[src/rtl/sp_ram_req_ctrl.sv]
// Single-port SRAM request controller: valid/ready requests in, 2-deep read response FIFO out.
// Optional power-up fill of every word with INIT_VALUE when SP_RAM_CTRL_INIT_EN is defined.
module sp_ram_req_ctrl #(
  parameter int ADDR_WIDTH = 8,
  parameter int DATA_WIDTH = 32,
  parameter logic [DATA_WIDTH-1:0] INIT_VALUE = '0
) (
  input  logic                  CLK,
  input  logic                  RST,
  input  logic                  req_valid,
  output logic                  req_ready,
  input  logic                  req_we,
  input  logic [ADDR_WIDTH-1:0] req_addr,
  input  logic [DATA_WIDTH-1:0] req_wdata,
  input  logic [DATA_WIDTH-1:0] req_bw,
  output logic                  rsp_valid,
  input  logic                  rsp_ready,
  output logic [DATA_WIDTH-1:0] rsp_rdata,
  output logic                  init_done,
  output logic [ADDR_WIDTH-1:0] mem_a,
  output logic [DATA_WIDTH-1:0] mem_di,
  output logic [DATA_WIDTH-1:0] mem_bw,
  output logic                  mem_ce,
  output logic                  mem_rdwen,
  input  logic [DATA_WIDTH-1:0] mem_do
);

  localparam logic [0:0] ST_INIT = 1'b0;
  localparam logic [0:0] ST_RUN  = 1'b1;

  logic [0:0]            state;
  logic [1:0]            occ;
  logic                  rd_pend;
  logic                  wp;
  logic                  rp;
  logic [DATA_WIDTH-1:0] q0;
  logic [DATA_WIDTH-1:0] q1;
  logic                  run;
  logic                  pop;
  logic                  accept;
  logic                  init_wr;
  logic [2:0]            credit;

  assign run       = (state == ST_RUN);
  assign pop       = rsp_valid & rsp_ready;
  // slots already owed: buffered + in flight, minus what leaves this cycle
  assign credit    = {1'b0, occ} + {2'b0, rd_pend} - {2'b0, pop};
  assign req_ready = run & (credit < 3'd2);
  assign accept    = req_valid & req_ready;
  assign init_done = run;

`ifdef SP_RAM_CTRL_INIT_EN
  logic [ADDR_WIDTH-1:0] init_cnt;

  assign init_wr = (state == ST_INIT) & ~RST;
  assign mem_a   = init_wr ? init_cnt : req_addr;

  always_ff @(posedge CLK) begin
    if (RST) begin
      state    <= ST_INIT;
      init_cnt <= '0;
    end else if (state == ST_INIT) begin
      init_cnt <= init_cnt + 1'b1;
      if (init_cnt == {ADDR_WIDTH{1'b1}})
        state <= ST_RUN;
    end
  end
`else
  assign init_wr = 1'b0;
  assign mem_a   = req_addr;

  always_ff @(posedge CLK) begin
    if (RST)
      state <= ST_INIT;
    else
      state <= ST_RUN;
  end
`endif

  assign mem_ce    = accept | init_wr;
  assign mem_di    = init_wr ? INIT_VALUE : req_wdata;
  assign mem_bw    = init_wr ? {DATA_WIDTH{1'b1}} : req_bw;
  assign mem_rdwen = init_wr | req_we;

  always_ff @(posedge CLK) begin
    if (RST) begin
      occ     <= '0;
      rd_pend <= 1'b0;
      wp      <= 1'b0;
      rp      <= 1'b0;
    end else begin
      rd_pend <= accept & ~req_we;
      occ     <= occ + {1'b0, rd_pend} - {1'b0, pop};
      if (rd_pend)
        wp <= ~wp;
      if (pop)
        rp <= ~rp;
    end
  end

  // mem_do only looked at the cycle after a read strobe
  always_ff @(posedge CLK) begin
    if (rd_pend) begin
      if (wp)
        q1 <= mem_do;
      else
        q0 <= mem_do;
    end
  end

  assign rsp_valid = (occ != 2'd0);
  assign rsp_rdata = rp ? q1 : q0;

endmodule

[config.mk]
export PLATFORM = sky130hd
export DESIGN_NAME = sp_ram_req_ctrl
export DESIGN_NICKNAME = d
export VERILOG_FILES = /design/src/rtl/sp_ram_req_ctrl.sv
export SDC_FILE = /design/constraint.sdc
export NUM_CORES = 1
export LEC_CHECK = 0
export CORE_UTILIZATION = 35
export CTS_CLUSTER_DIAMETER = 30
export CTS_CLUSTER_SIZE = 28
export DETAILED_ROUTE_END_ITERATION = 8
export HOLD_SLACK_MARGIN = 0.08
export PLACE_DENSITY = 0.84
export SLEW_MARGIN = 10
export SYNTH_ARGS = -nofsm -noshare
export SYNTH_HDL_FRONTEND = slang
export SYNTH_SLANG_ARGS = --single-unit
[constraint.sdc]
create_clock -name CLK -period 3.3 [get_ports CLK]
set_input_delay 0.825 -clock CLK [delete_from_list [all_inputs] [get_ports CLK]]
set_output_delay 0.825 -clock CLK [all_outputs]
set_load 0.005 [all_outputs]
==> summary.md, run 1 <==
| Metric | Value |
|---|---|
| Status | `completed` |
| Initial DRC count | `29` |
| Yosys warns | `0` |
| Largest net degree at the start of global routing | `33` |
| Post-synthesis compound-gate area fraction | `0.002365` |
| Synth top area cells | `edfxtp_1, buf_4, mux2_2` |
| Fin crit period | `roughly 3200 ps` |
| Worst path arrival time | `approximately 2400 ps` |
| Setup TNS | `0 ps` |
| Pre-CTS WS | `-640.6 ps` |
| Adder-cell area share of the yosys netlist | `0.01419` |
| Seq cells post-synth | `70` |
| Crit path top cell by count | `buf_2` |
| Area leader, netlist | `edfxtp_1` |
| First-pass GRT wire length | `slightly above 8000 µm` |
| Unrepaired setup endpoints after global routing | `no` |
| GR Overflow Total | `0` |
| Core Area | `a little under 9000 µm²` |
| Setup WS post-layout | `~95 ps` |
| Fraction of layout cells with a size suffix above 1 | `0.2864` |
| Post-CTS Hold Buffers | `0` |
| Worst Path Required | `2470 ps` |
| Final setup fails | `0` |
| Antenna violations before repair | `0` |
| Final core occ | `0.4169` |
| Clock buffer depth | `2` |
| CTS Buf Count | `9` |
| Commonest non-fill, non-tap cell in the layout | `clkdlybuf4s50_1` |
| Crit Path Max Fanout | `3` |
| Syn avg cell area | `roughly 16 µm²` |
| Clk root buf | `clkbuf_8` |
| Syn Std Cell Area | `3174 µm²` |
| Worst hold slack | `536.1 ps` |
| WL per Instance | `between 15 and 20 µm` |
| Synth cell types | `19` |
| TritonCTS clock tree | `built` |
| Residual DRC | `0` |
| Final ANT Viol Nets | `0` |
| Average via count per standard cell | `4.515` |
| Synth Area in XOR/XNOR | `0.005518` |
| 1st-pass router iterations | `4` |
| Post-DP HPWL | `around 3500 µm` |
| Area of the multi-input gates | `roughly 540 µm²` |
| Vias in the first global route | `approximately 1700` |
| Crit path kind | `primary input to output pin` |
| Crit path cell chain | `buf_2 > o21a_1 > ha_1 > inv_1 > ha_2 > fa_2 > nand3b_1 > nor2_1 > buf_2` |
| Final Hold Viols | `0` |
| Die X | `approximately 97 µm` |
| Cells after Synth | `203` |
| Syn Nets | `315` |
| Fill cells | `800` |
| Sequential cell area | `2043 µm²` |
| Clock skew | `approximately 5.9 ps` |
| NumNets Final | `around 330` |
| Die area | `between 9000 and 10000 µm²` |
| Launching point of the worst reg2reg path | `occ[1]` |
| Synth Area in Simple Gates | `0.02128` |
| MaxCap Viol Count | `0` |
| P_leak | `roughly 1.2 nW` |
| Mux share of post-synthesis cell area | `0.1194` |
| Ports | `around 220` |
| Gr usage total | `0.1159` |
| Worst skew pair latency | `around 340 ps` |
| Most frequent cells in the layout | `clkdlybuf4s50_1, edfxtp_1, mux2_2` |
| Worst-margin pin slew | `930.5 ps` |
| Startpoint class of the critical path | `primary input` |
| Critical Path Sink Type | `output pin` |
| Slew margin rel. | `0.3782` |
| CP peak stage delay | `440 ps` |
| Critical hold path startpoint | `init_done` |
| Tcrit/Tclk final | `0.9711` |
| VDD IR max | `just over 0.3 mV` |
| Port bufs | `73` |
| Area growth from synthesis to layout | `15.10%` |
| Finished Cell Area | `roughly 3700 µm²` |
| Clock Sinks | `70` |
| P per Cell Area | `roughly 600 nW/µm²` |
| Slew Viols, Final | `0` |
| Die Height | `97.24 µm` |
| GP Congestion | `around 0.75` |
| Worst Hold Class | `flip-flop to flip-flop` |
| Placed Area | `about 3500 µm²` |
| Row Count | `34` |
| Starting density of the core | `0.3622` |
| CP max stage cell | `fa_2` |
| CTS clk-pin slew, worst paths | `70 ps` |
| Main combinational cell family by area after synthesis | `buffers and inverters` |
| Total Wirelength | `about 5200 µm` |
| Critical Path Source | `rsp_ready` |
| CTS H-tree depth | `3` |
| N_diodes | `0` |
| Maximum clock frequency | `between 300 and 400 MHz` |
| Vias post-DR | `approximately 1500` |
| Share of the synthesized area in the top cell type | `0.6054` |
| Sequential share of the synthesized area | `0.6433` |
==> power by group <==
| group | total, mW | switching, mW | internal (mW) |
|---|---|---|---|
| clock network | 0.576 | 0.311 | 0.265 |
| registers | 1.06 | 0.0465 | 1.02 |
| logic | 0.559 | 0.185 | 0.374 |
==> path summary, 6_finish.rpt <==
path	cells after the start	endpoint	slack (ps)
min reg2reg	2	rd_pend	540
max	9	mem_ce	100
max reg2reg	7	rd_pend	1280
min	2	rd_pend	540
==> registers in the layout (all words and copies together) (netlist names) <==
signal     cells
q0            32
wp             1
init_done      1
q1            32
rp             1
rd_pend        1
occ            2
==> kinds of logic (layout without fill, tap and decap cells) <==
group,Yosys count,count (layout)
adders and majority gates,3,3
muxes,33,33
and+or+nand+nor,12,12
xor gates and xnor gates,2,2
buffers and inverters,82,99
DFF,70,70
AOI/OAI and AO/OA,1,1
==> synthesized netlist by cell type, drive strengths merged <==
cell type	number
buf	77
edfxtp	64
nor3b	1
and2	1
or2	1
nor4	1
fa	1
mux2	33
nor2	4
ha	2
xnor2	2
nor2b	3
dfxtp	6
nand3b	1
o21a	1
inv	5
==> worst max-delay path: cells and delay by family <==
family | cells | cell delay (ps)
compound gates | 1 | 110
buf+inv | 3 | 270
simple gates | 2 | 280
fa+ha+maj | 3 | 890
==> metal layers <==
layer  track usage  up-vias  routed length, µm
li1              -      666                  -
met1        0.1142      701               1931
met2        0.1972       86               2660
met3       0.05468       28                467
met4       0.07014        0                175
met5             0        -                  0
==> metrics by stage <==
stage               total power, mW  cells
floorplan                     1.421    203
global placement              1.624    310
detailed placement            1.639    310
CTS                           2.236    328
global route                  2.313    328
finish                        2.199    328
==> final cells by class <==
type	instances	share of cell area
clock buffers	9	0.03390
flip-flops and latches	70	0.5592
multi-input cells	51	0.1473
repair buffers	78	0.2062
clock inverters	7	0.01130
inverters	5	0.005137
well taps	108	0.03699
==> what timing repair did <==
item | CTS | global route
buffers inserted | 2 | 0
pin swaps | 4 | 2
setup endpoints to repair | 2 | 1
resized for setup | 14 | 0
Note: power is estimated with default switching activity, not from simulation.
==> run 2, diff against run 1 <==
--- a/config.mk
+++ b/config.mk
@@ -5,12 +5,12 @@
 export SDC_FILE = /design/constraint.sdc
 export NUM_CORES = 1
 export LEC_CHECK = 0
-export CORE_UTILIZATION = 35
+export CORE_UTILIZATION = 36
 export CTS_CLUSTER_DIAMETER = 30
 export CTS_CLUSTER_SIZE = 28
 export DETAILED_ROUTE_END_ITERATION = 8
 export HOLD_SLACK_MARGIN = 0.08
-export PLACE_DENSITY = 0.84
+export PLACE_DENSITY = 0.86
 export SLEW_MARGIN = 10
 export SYNTH_ARGS = -nofsm -noshare
 export SYNTH_HDL_FRONTEND = slang
==> summary.md, run 2 (synthesized netlist as in run 1, its figures left out) <==
| Metric | Value |
|---|---|
| CTS Buf Count | `9` |
| Finished Cell Area | `3689 µm²` |
| Startpoint class of the critical path | `primary input` |
| Fraction of layout cells with a size suffix above 1 | `0.2928` |
| Cell depth of the worst flop-to-flop path | `8` |
| 1st-pass router iterations | `4` |
| Clock Sinks | `70` |
| P per Cell Area | `~620 nW/µm²` |
| Worst path depth | `9` |
| Launching point of the worst reg2reg path | `occ[1]` |
| Crit path buf inv count | `3` |
| Clock skew | `around 8 ps` |
| Crit path top cell by count | `buf_2` |
| Crit Path Max Fanout | `2` |
| Worst hold slack | `548.1 ps` |
| Slew Viols, Final | `0` |
| Status | `completed` |
| Die X | `about 96 µm` |
| Critical Path Source | `rsp_ready` |
| VDD IR max | `~0.33 mV` |
| Vias post-DR | `about 1500` |
| Residual DRC | `0` |
| Average via count per standard cell | `about 4.7` |
| Clk root buf | `clkbuf_8` |
| Worst Hold Class | `flip-flop to flip-flop` |
| Unrepaired setup endpoints after global routing | `no` |
| WL per Instance | `around 22 µm` |
| GP Congestion | `0.7186` |
| Area of the multi-input gates | `~550 µm²` |
| Row Count | `33` |
| Maximum clock frequency | `309.8 MHz` |
| Flop2flop setup slack | `approximately 1100 ps` |
| NumNets Final | `~330` |
| Antenna violations before repair | `0` |
| CTS H-tree depth | `3` |
| TritonCTS clock tree | `built` |
| GR Overflow Total | `0` |
| Crit path kind | `primary input to output pin` |
| Fin crit period | `~3200 ps` |
| Final core occ | `0.4401` |
| Post-DP HPWL | `about 5400 µm` |
| Clock buffer depth | `2` |
| Largest net degree at the start of global routing | `33` |
| Worst-margin pin slew | `around 960 ps` |
| Die area | `roughly 9000 µm²` |
| CP peak stage delay | `~440 ps` |
| Die Height | `around 96 µm` |
| Critical Path Sink Type | `output pin` |
| Fill cells | `730` |
| Total Wirelength | `just over 7000 µm` |
| Reg-to-reg endpoint | `rd_pend` |
| Commonest non-fill, non-tap cell in the layout | `clkdlybuf4s50_1` |
| Crit path cell chain | `buf_2 > o21a_1 > ha_1 > inv_2 > ha_4 > fa_2 > nand3b_1 > nor2_1 > buf_2` |
| Crit path max-delay family | `adder cells` |
| Most frequent cells in the layout | `clkdlybuf4s50_1, edfxtp_1, mux2_2` |
| Gr usage total | `0.1564` |
| Sequential cell area | `2042 µm²` |
| Final ANT Viol Nets | `0` |
| Placed Area | `roughly 3500 µm²` |
| Ports | `approximately 220` |
| Hold depth | `2` |
| Initial DRC count | `48` |
| First-pass GRT wire length | `approximately 9800 µm` |
| Area growth from synthesis to layout | `16.20%` |
| Final Hold Viols | `0` |
| N_diodes | `0` |
| Core Area | `between 8000 and 9000 µm²` |
| Crit path to | `mem_ce` |
| Post-CTS Hold Buffers | `0` |
| Port bufs | `73` |
| Worst Path Required | `2470 ps` |
| Worst path arrival time | `2400 ps` |
| P_leak | `around 1.2 nW` |
| Starting density of the core | `0.3787` |
| Worst skew pair latency | `~340 ps` |
| MaxCap Viol Count | `0` |
| Biggest regs | `q0 x32, q1 x32, occ x2` |
| CP max stage cell | `fa_2` |
| Final setup fails | `0` |
| Vias in the first global route | `around 1600` |
| CTS clk-pin slew, worst paths | `around 70 ps` |
| Slew margin rel. | `0.3606` |
| Tcrit/Tclk final | `0.9782` |
[run 2: metal layers]
metal / track usage / wire length [µm] / vias up
met5: 0 / 0 / -
met4: 0.09701 / 252 / 0
met3: 0.1027 / 1174 / 21
met2: 0.2750 / 3733 / 118
met1: 0.1272 / 1904 / 718
li1: - / - / 669
[run 2: worst min path at each step]
| stage | start | endpoint | slack (ps) |
|---|---|---|---|
| after floorplan | rd_pend | wp | 490 |
| after global placement | init_done | rd_pend | 510 |
| after detailed placement | rd_pend | wp | 530 |
| after CTS | rd_pend | wp | 550 |
| after global routing | rd_pend | wp | 580 |
| final | rd_pend | wp | 550 |
[run 2: final cells by class]
class	instances	share of cell area
Multi-Input combinational cell	51	0.1496
Clock inverter	7	0.01323
Clock buffer	9	0.03358
Tap cell	105	0.03562
Inverter	5	0.005088
Sequential cell	70	0.5536
Timing Repair Buffer	80	0.2093
[run 2: power breakdown]
| part | switching, mW | internal, mW | total [mW] |
|---|---|---|---|
| Clock | 0.320 | 0.273 | 0.593 |
| Combinational | 0.233 | 0.402 | 0.635 |
| Sequential | 0.0253 | 1.02 | 1.04 |
[run 2: worst register-to-register path, cell delays in order, from the launching register on]
cell      delay (ps)
dfxtp_1          370
o21a_1           230
ha_1             290
inv_2             70
ha_4             130
fa_2             440
nand3b_1         190
buf_4            140
nor4_1           230
[run 2: stage by stage]
step	setup TNS (ps)	power, mW	std cells	setup slack, ps
2_1_floorplan	0	1.421	203	333.0
3_3_place_gp	-1156	1.623	308	-583.9
3_5_place_dp	-1334	1.639	308	-668.2
4_1_cts	0	2.279	327	21.59
5_1_grt	0	2.372	327	14.45
6_report	0	2.270	327	71.86
[run 2: what timing repair did]
item	4_1_cts	5_1_grt
pin swaps	4	2
gates resized for setup	17	2
setup endpoints to repair	2	2
buffers inserted	3	0
==> run 3, diff against run 2 <==
--- a/config.mk
+++ b/config.mk
@@ -5,12 +5,14 @@
 export SDC_FILE = /design/constraint.sdc
 export NUM_CORES = 1
 export LEC_CHECK = 0
-export CORE_UTILIZATION = 36
+export CORE_AREA = 2 2 84 86
 export CTS_CLUSTER_DIAMETER = 30
 export CTS_CLUSTER_SIZE = 28
 export DETAILED_ROUTE_END_ITERATION = 8
+export DIE_AREA = 0 0 86 88
+export DONT_BUFFER_PORTS = 1
 export HOLD_SLACK_MARGIN = 0.08
-export PLACE_DENSITY = 0.86
+export PLACE_DENSITY = 0.67
 export SLEW_MARGIN = 10
 export SYNTH_ARGS = -nofsm -noshare
 export SYNTH_HDL_FRONTEND = slang
==> summary.md, run 3 (synthesized netlist as in run 1, its figures left out) <==
| Metric | Value |
|---|---|
| Die area | `~7600 µm²` |
| CP max stage cell | `fa_1` |
| Worst skew pair latency | `between 300 and 400 ps` |
| Vias post-DR | `1193` |
| Port bufs | `0` |
| Clock buffer depth | `2` |
| Clock skew | `about 10 ps` |
| Startpoint class of the critical path | `primary input` |
| Starting density of the core | `0.4778` |
| WL per Instance | `between 20 and 25 µm` |
| Critical hold path startpoint | `init_done` |
| P_leak | `a little over 0.9 nW` |
| GR Overflow Total | `0` |
| Worst Hold Class | `flip-flop to flip-flop` |
| Post-CTS sizing | `0` |
| N_diodes | `0` |
| Slew Viols, Final | `0` |
| Average via count per standard cell | `~5.3` |
| Row Count | `30` |
| Worst path arrival time | `around 2300 ps` |
| Crit path kind | `primary input to output pin` |
| Crit path buf inv count | `1` |
| Crit path top cell by count | `ha_1` |
| Core Area | `6644 µm²` |
| Fin crit period | `about 3100 ps` |
| Worst-margin pin slew | `roughly 900 ps` |
| Unrepaired setup endpoints after global routing | `no` |
| Total Wirelength | `between 4000 and 5000 µm` |
| GP Congestion | `around 0.64` |
| 1st-pass router iterations | `3` |
| Gr usage total | `0.1310` |
| Fraction of layout cells with a size suffix above 1 | `0.3566` |
| Tcrit/Tclk final | `0.9465` |
| Final ANT Viol Nets | `0` |
| Critical Path Source | `rsp_ready` |
| Pre-CTS WS | `159.2 ps` |
| Critical Path Sink Type | `output pin` |
| Launching point of the worst reg2reg path | `occ[1]` |
| Clk root buf | `clkbuf_8` |
| Clock Sinks | `70` |
| Most frequent cells in the layout | `edfxtp_1, mux2_2, clkbuf_8` |
| Crit Path Max Fanout | `3` |
| Worst Path Required | `around 2500 ps` |
| Die Height | `88 µm` |
| CTS Buf Count | `9` |
| Maximum clock frequency | `roughly 320 MHz` |
| NumNets Final | `250` |
| Antenna violations before repair | `0` |
| Post-DP HPWL | `between 3000 and 4000 µm` |
| Vias in the first global route | `1338` |
| CP peak stage delay | `around 400 ps` |
| Commonest non-fill, non-tap cell in the layout | `edfxtp_1` |
| MaxCap Viol Count | `0` |
| Number of post-CTS setup repair buffers | `0` |
| Post-CTS Hold Buffers | `0` |
| CTS H-tree depth | `3` |
| Final Hold Viols | `0` |
| Ports | `218` |
| Largest net degree at the start of global routing | `35` |
| Status | `completed` |
| Setup TNS | `0 ps` |
| Die X | `86 µm` |
| Residual DRC | `0` |
| Crit path max-delay family | `adder cells` |
| First-pass GRT wire length | `around 7000 µm` |
| Setup WS post-layout | `~180 ps` |
| Area growth from synthesis to layout | `-9.420%` |
| VDD IR max | `about 0.43 mV` |
| Initial DRC count | `30` |
| CTS clk-pin slew, worst paths | `~70 ps` |
| Slew margin rel. | `0.3959` |
| TritonCTS clock tree | `built` |
| Biggest regs | `q0 x32, q1 x32, occ x2` |
| Crit path cell chain | `o21a_1 > ha_1 > inv_1 > ha_1 > fa_1 > xnor2_1 > nor3b_1` |
| P per Cell Area | `approximately 690 nW/µm²` |
| Final setup fails | `0` |
==> run 3: cell types whose count changed in the layout (fill, tap and decap cells not counted), moves of 3 or more <==
| cell | previous run | this run |
|---|---|---|
| clkdlybuf4s50_1 | 70 | 0 |
| buf_4 | 6 | 1 |
| buf_2 | 3 | 0 |
| clkinv_2 | 1 | 4 |
| clkinvlp_4 | 3 | 0 |
==> run 3: metrics by stage <==
step / area [µm²] / hold WS [ps] / power [mW] / cells / utilization
6_report: 2875 / 534.0 / 1.986 / 223 / 0.4328
5_1_grt: 2875 / 535.3 / 2.087 / 223 / 0.4328
4_1_cts: 2875 / 530.3 / 2.017 / 223 / 0.4328
3_5_place_dp: 2694 / 529.6 / 1.388 / 207 / 0.4055
3_3_place_gp: 2694 / 505.1 / 1.365 / 207 / 0.4055
2_1_floorplan: 3174 / 489.6 / 1.421 / 203 / -
==> run 3: where the power goes <==
group	switching (mW)	internal [mW]
clock network	0.280	0.344
logic	0.122	0.156
registers	0.0653	1.02
total	0.467	1.52
==> run 3: layer usage <==
metal / vias up / part of all wire / wire (µm) / GRT usage
met3: 21 / 0.12 / 577 / 0.07163
met2: 84 / 0.54 / 2595 / 0.2171
li1: 505 / - / - / -
met1: 583 / 0.30 / 1423 / 0.1135
met5: - / 0 / 0 / 0
met4: 0 / 0.036 / 170 / 0.1154
==> run 3: worst min-delay path, cell delays in order (launching register included) <==
cell	delay (ps)
dfxtp_1	330
nand3b_1	100
nor4_1	50
==> run 3: cell type report <==
type | instances | area (µm²)
tap | 80 | 100.1
sequential | 70 | 2043
clock inverter | 5 | 50.05
clock buffer | 11 | 131.4
multi-input combinational | 51 | 524.3
timing repair buffer | 1 | 7.507
fill | 586 | 3769
inverter | 5 | 18.77
==> run 3: path summary, 6_finish.rpt <==
kind,to,slack (ps),cells after the start
worst max register to register,rd_pend,1250,7
worst max-delay path,req_ready,180,7
worst min-delay path,rd_pend,530,2
worst min register to register,rd_pend,530,2
